**src/rtl/vending_machine_multi.sv**
```systemverilog
// vending_machine_multi: multi-product vending controller.
// Accumulates coin credit in 5-rupee units, sells NUM_PRODUCTS products at packed per-product
// prices, keeps a stock counter per product, and pays change one unit at a time to the hopper
// over a valid/ready handshake.
//
// Ports:
//   clk, rst_n          clock (rising edge), asynchronous active-low reset
//   coin_valid_i/coin_i coin strobe and value (01=1 unit, 10=2, 11=3, 00=invalid)
//   sel_valid_i/sel_id_i product-select strobe and product index
//   cancel_i            refund request
//   restock_i           reload every stock counter to STOCK_INIT
//   change_ready_i      hopper accepts one change unit this cycle
//   credit_o            current credit in units
//   dispense_o/dispense_id_o  one-cycle release pulse and product index
//   coin_reject_o       one-cycle pulse, coin returned
//   sel_reject_o        one-cycle pulse, selection refused
//   change_valid_o      one change unit offered
//   busy_o              high while dispensing or paying change
//   sold_out_o          bit i set when product i has no stock
module vending_machine_multi #(
    parameter int unsigned NUM_PRODUCTS = 4,
    parameter int unsigned PRICE_W      = 4,
    parameter logic [NUM_PRODUCTS*PRICE_W-1:0] PRICES = {4'd4, 4'd3, 4'd2, 4'd3},
    parameter int unsigned CREDIT_W     = 6,
    parameter int unsigned MAX_CREDIT   = 20,
    parameter int unsigned STOCK_W      = 4,
    parameter int unsigned STOCK_INIT   = 10
) (
    input  logic                    clk,
    input  logic                    rst_n,
    input  logic                    coin_valid_i,
    input  logic [1:0]              coin_i,
    input  logic                    sel_valid_i,
    input  logic [2:0]              sel_id_i,
    input  logic                    cancel_i,
    input  logic                    restock_i,
    input  logic                    change_ready_i,
    output logic [CREDIT_W-1:0]     credit_o,
    output logic                    dispense_o,
    output logic [2:0]              dispense_id_o,
    output logic                    coin_reject_o,
    output logic                    sel_reject_o,
    output logic                    change_valid_o,
    output logic                    busy_o,
    output logic [NUM_PRODUCTS-1:0] sold_out_o
);

    localparam logic [CREDIT_W:0]  MaxCreditExt = (CREDIT_W + 1)'(MAX_CREDIT);
    localparam logic [STOCK_W-1:0] StockInit    = STOCK_W'(STOCK_INIT);

    typedef enum logic [1:0] {StCollect, StDispense, StChange} state_e;

    state_e               state_q, state_d;
    logic [CREDIT_W-1:0]  credit_q, credit_d;
    logic [CREDIT_W-1:0]  change_left_q, change_left_d;
    logic [STOCK_W-1:0]   stock_q [NUM_PRODUCTS];
    logic [STOCK_W-1:0]   stock_d [NUM_PRODUCTS];
    logic [2:0]           disp_id_q, disp_id_d;
    logic                 coin_reject_q, coin_reject_d;
    logic                 sel_reject_q, sel_reject_d;

    // Product lookup. An out-of-range index matches no product and so looks empty,
    // which folds the range check into the stock check.
    logic [NUM_PRODUCTS-1:0] sel_hit;
    logic [PRICE_W-1:0]      sel_price;
    logic                    sel_empty;
    logic                    sel_ok;
    logic [CREDIT_W:0]       coin_sum;

    always_comb begin
        sel_hit   = '0;
        sel_price = '0;
        sel_empty = 1'b1;
        for (int i = 0; i < NUM_PRODUCTS; i++) begin
            if (sel_id_i == 3'(i)) begin
                sel_hit[i] = 1'b1;
                sel_price  = PRICES[i*PRICE_W +: PRICE_W];
                sel_empty  = (stock_q[i] == '0);
            end
        end
        sel_ok   = !sel_empty && (credit_q >= CREDIT_W'(sel_price));
        // One extra bit so a sum near the top of the counter cannot wrap past the ceiling.
        coin_sum = {1'b0, credit_q} + (CREDIT_W + 1)'(coin_i);
    end

    // State register
    always_ff @(posedge clk or negedge rst_n) begin
        if (!rst_n) state_q <= StCollect;
        else        state_q <= state_d;
    end

    // Datapath registers
    always_ff @(posedge clk or negedge rst_n) begin
        if (!rst_n) begin
            credit_q      <= '0;
            change_left_q <= '0;
            disp_id_q     <= '0;
            coin_reject_q <= 1'b0;
            sel_reject_q  <= 1'b0;
            for (int i = 0; i < NUM_PRODUCTS; i++) stock_q[i] <= StockInit;
        end else begin
            credit_q      <= credit_d;
            change_left_q <= change_left_d;
            disp_id_q     <= disp_id_d;
            coin_reject_q <= coin_reject_d;
            sel_reject_q  <= sel_reject_d;
            for (int i = 0; i < NUM_PRODUCTS; i++) stock_q[i] <= stock_d[i];
        end
    end

    // Next-state and datapath update
    always_comb begin
        state_d       = state_q;
        credit_d      = credit_q;
        change_left_d = change_left_q;
        disp_id_d     = disp_id_q;
        coin_reject_d = 1'b0;
        sel_reject_d  = 1'b0;
        stock_d       = stock_q;
        unique case (state_q)
            StCollect: begin
                if (restock_i) begin
                    for (int i = 0; i < NUM_PRODUCTS; i++) stock_d[i] = StockInit;
                end
                if (cancel_i) begin
                    coin_reject_d = coin_valid_i;
                    if (credit_q != '0) begin
                        change_left_d = credit_q;
                        credit_d      = '0;
                        state_d       = StChange;
                    end
                end else if (sel_valid_i) begin
                    coin_reject_d = coin_valid_i;
                    if (!sel_ok) begin
                        sel_reject_d = 1'b1;
                    end else begin
                        // Decrement on top of a same-cycle restock so neither event is lost.
                        for (int i = 0; i < NUM_PRODUCTS; i++) begin
                            if (sel_hit[i]) stock_d[i] = stock_d[i] - 1'b1;
                        end
                        change_left_d = credit_q - CREDIT_W'(sel_price);
                        credit_d      = '0;
                        disp_id_d     = sel_id_i;
                        state_d       = StDispense;
                    end
                end else if (coin_valid_i) begin
                    if (coin_i == 2'b00 || coin_sum > MaxCreditExt) coin_reject_d = 1'b1;
                    else credit_d = coin_sum[CREDIT_W-1:0];
                end
            end
            StDispense: begin
                coin_reject_d = coin_valid_i;
                state_d       = (change_left_q != '0) ? StChange : StCollect;
            end
            StChange: begin
                coin_reject_d = coin_valid_i;
                if (change_left_q == '0) begin
                    state_d = StCollect;
                end else if (change_ready_i) begin
                    change_left_d = change_left_q - 1'b1;
                    if (change_left_q == CREDIT_W'(1)) state_d = StCollect;
                end
            end
            default: state_d = StCollect;
        endcase
    end

    // Outputs: decoded from registered state only
    always_comb begin
        credit_o       = credit_q;
        dispense_o     = (state_q == StDispense);
        dispense_id_o  = (state_q == StDispense) ? disp_id_q : 3'd0;
        coin_reject_o  = coin_reject_q;
        sel_reject_o   = sel_reject_q;
        change_valid_o = (state_q == StChange) && (change_left_q != '0);
        busy_o         = (state_q != StCollect);
        sold_out_o     = '0;
        for (int i = 0; i < NUM_PRODUCTS; i++) sold_out_o[i] = (stock_q[i] == '0);
    end

endmodule

```
**config.mk**
```make
export PLATFORM = sky130hd
export DESIGN_NAME = vending_machine_multi
export DESIGN_NICKNAME = d
export VERILOG_FILES = /design/src/rtl/vending_machine_multi.sv
export SDC_FILE = /design/constraint.sdc
export NUM_CORES = 1
export LEC_CHECK = 0
export ABC_AREA = 1
export BUFFER_PORTS_ARGS = -buffer_cell sky130_fd_sc_hd__buf_2
export CAP_MARGIN = 20
export CORE_UTILIZATION = 55
export CTS_BUF_LIST = sky130_fd_sc_hd__clkbuf_16
export CTS_CLUSTER_DIAMETER = 80
export CTS_CLUSTER_SIZE = 16
export DETAILED_ROUTE_END_ITERATION = 6
export PLACE_DENSITY = 0.84
export SETUP_SLACK_MARGIN = 0.2
export SYNTH_ARGS = -nofsm -noshare
export SYNTH_HDL_FRONTEND = slang
export SYNTH_SLANG_ARGS = --single-unit
export TNS_END_PERCENT = 10
```
**constraint.sdc**
```tcl
create_clock -name clk -period 2.35 [get_ports clk]
set_input_delay 0.1175 -clock clk [delete_from_list [all_inputs] [get_ports clk]]
set_output_delay 0.1175 -clock clk [all_outputs]
set_load 0.05 [all_outputs]
```
==> flow_summary_export.csv <==
group,metric,value,unit
run_status,status,"complete, no violations",
critical_path,cp.depth,16,
sta,fin_worst_skew,0.00435,ns
critical_path,worstSetupEndpoint,"change_left_q[0]$_DFFE_PN0P_",
route,wl_per_cell,13.6,um
route,drc,0,
cts,clock_latency,0.28,ns
final_layout,layout-drive-gt1-share,24.5,%
logic_synthesis,mappedNetlistArea,0.00274,sq mm
final_layout,stdcell_area,0.00316,sq mm
critical_path,startpoint_type,"flop",
final_layout,stdcell_count,479,
power_and_ir_drop,max-vdd-ir-drop,0.539,mV
critical_path,cp-end-kind,"flop",
critical_path,r2r-start,"credit_o[0]$_DFFE_PN0P_",
run,cap_violations,0,
global_route,grt_max_degree,36,
route,postRouteAntennaNets,0,
sta,finalCriticalPeriod,2.05,ns
floorplanning,num_rows,25,
logic_synthesis,synth-async-reset-ratio,100,%
logic_synthesis,yosys-top-cells-area,"dfrtp_1, nand2_1, dfstp_2",
sta,timing.fmax,487,MHz
worst_hold_path,hold_path_class,"in -> reg",
logic_synthesis,synth_nets,404,
critical_path,r2r-end,"change_left_q[0]$_DFFE_PN0P_",
cts,clock_sinks,35,
logic_synthesis,yosysSeqAreaShare,32.4,%
global_route,grt_use_total,26.5,%
logic_synthesis,synth_top_cell_by_area,"dfrtp_1",
sta,worstMarginPinSlew,0.784,ns
critical_path,r2r_cells,16,
critical_path,path_cells,"inv_1, ha_2, inv_2, fa_2, nand2_2, nand2_2, inv_2, nand3_2, nand2_2, inv_4, nand3_2, nand2_4, nand2_8, inv_2, nand2_1, nand2_1",
global_route,grt-ovfl-total,0,
critical_path,crit_buf_inv,5,
global_route,first_global_vias,2427,
final_layout,area_delta_synth_final,15.4,%
cts,cts_htree_levels,2,
route,dr.pass1.iters,5,
final_layout,layout_common_cells,"nand2_1, inv_1, nand3_1",
critical_path,worstPathRequired,2.52,ns
power_and_ir_drop,leakage,0.00165,uW
global_route,grt_pass1_wl,10700,um
sta,setup_tns,0,ns
floorplanning,core,0.00475,sq mm
route,drt_wl_total,6510,um
final_layout,nNetsFinal,441,
logic_synthesis,synth-edff-count,0,
route,drt_iter0_drc,188,
logic_synthesis,synthDistinctLibCells,37,
logic_synthesis,syn_avg_cell_area,7.32,sq um
critical_path,slowest_stage,"dfrtp_2",
critical_path,r2r_setup_slack,0.30,ns
logic_synthesis,ys_ff_latch,35,
final_layout,final_common_cell,"nand2_1",
critical_path,crit_arrival,2.23,ns
power_and_ir_drop,p_per_area,1090,mW/mm^2
sta,setup_violations,0,
sta,hold_viol_final,0,
place,dp_cells,468,
critical_path,crit_family,"simple AND/OR/NAND/NOR gates",
sta,rsz0062_at_grt,"yes",
route,via_per_inst,5.43,
critical_path,critPathMaxFanout,10,
place,place_congestion,0.879,
sta,drv_slew,0,
floorplanning,die-width,72.5,um
floorplanning,die_y,72.5,um
worst_hold_path,hold_depth,3,
place,placed_cell_area,0.00296,sq mm
place,port_buffers,29,
logic_synthesis,syn-instance-count,374,
cts,cts_tree,"yes",
cts,clockBufferDepth,2,
sta,slew_headroom,47.7,%
floorplanning,die-area,0.00526,sq mm
global_route,antenna_found_initial,0,
critical_path,cp-startpoint,"credit_o[0]$_DFFE_PN0P_",
logic_synthesis,yosysTopAreaCellShare,24.7,%
logic_synthesis,yosysWarnings,0,
cts,clkTransAtPathRegs,0.05,ns
critical_path,path_class,"reg -> reg",
place,dp_hpwl,4770,um
cts,cts-buffers-inserted,5,
floorplanning,initial_core_util,57.6,%
critical_path,critical_path.max_stage_delay,0.43,ns
cts,cts_root_buffer,"clkbuf_16",
floorplanning,ios,30,
worst_hold_path,hold_start,"coin_valid_i",
route,num_vias,2602,
sta,post-route-period-util,87.4,%
logic_synthesis,ys.flop_type,"dfrtp_1",
final_layout,diodes,0,
tightest hold or removal path, delay by kind of cell:
family / cells / cell delay (ns)
buffers and inverters: 1 / 0.11
AND/OR/NAND/NOR: 2 / 0.10
worst min-delay path by stage:
stage | to | slack [ns]
global route | coin_reject_o$_DFF_PN0_ | 0.1
floorplan | change_left_q[0]$_DFFE_PN0P_ | -0.18
detailed placement | change_left_q[2]$_DFFE_PN0P_ | 0.25
finish | coin_reject_o$_DFF_PN0_ | 0.08
CTS | coin_reject_o$_DFF_PN0_ | 0.08
global placement | change_left_q[2]$_DFFE_PN0P_ | 0.24
registers in the layout (all words and copies together), names as in the netlist:
signal         flops
credit_o           6
change_left_q      6
stock_q           16
disp_id_q          3
coin_reject_o      1
state_q            2
sel_reject_o       1
Yosys cell counts, types with 4 or more instances:
cell / n
a21oi_1: 8
nor3_1: 5
nand3_2: 6
nor2_4: 5
nand3_1: 35
nand2_4: 5
nand4_1: 6
nand2_1: 116
dfstp_2: 8
nor2_2: 4
ha_1: 16
o21ai_0: 12
buf_2: 4
dfrtp_1: 27
nor2_1: 32
nand2_2: 6
inv_1: 41
inv_2: 7
report_power, final:
part           switching [uW]  internal, uW
clock                     244           381
sequential                149           789
combinational            1260           615
per-layer routing:
metal  global-route usage [%]  routed length (um)  up-vias
li1                         -                   -     1266
met3                     5.42                 363       15
met4                     10.9                 126        0
met5                        0                   0        -
met1                     34.6                2920     1240
met2                     42.8                3100       81
cell type report:
cell class              instances  area, sq um
fillers                       415         1600
clock inverters                 3         11.3
well taps                      67         83.8
clock buffers                   5          125
inverters                      48          183
flip-flops and latches         35          888
repair buffers                 36          208
multi-input cells             285         1660
cells by family after synthesis:
| family | after synthesis | share of synthesized area [%] |
|---|---|---|
| flops | 35 | 32.4 |
| buf+inv | 54 | 7.86 |
| simple gates | 230 | 41.9 |
| compound gates | 31 | 6.86 |
| xor+xnor | 6 | 2.20 |
| fa+ha+maj | 18 | 8.78 |
stage by stage:
step           utilization [%]  hold slack (ns)  worst slack (ns)  total power (uW)
2_1_floorplan                -           -0.178             0.257              2320
3_3_place_gp              62.3            0.241             0.231              2650
3_5_place_dp              62.3            0.250            0.0792              2710
4_1_cts                   65.6           0.0805             0.198              3360
5_1_grt                   66.4           0.0967             0.174              3700
6_report                  66.4           0.0752             0.297              3440
what timing repair did:
| action | in CTS | in global routing |
|---|---|---|
| pin swaps | 0 | 5 |
| resized for setup | 1 | 13 |
| endpoints found under the hold margin | 27 | 0 |
| hold buffers | 1 | 0 |
| endpoints found under the setup margin | 14 | 28 |
| buffers inserted | 1 | 1 |
| cloned | 0 | 0 |
Power figures use the tool's default switching activity.
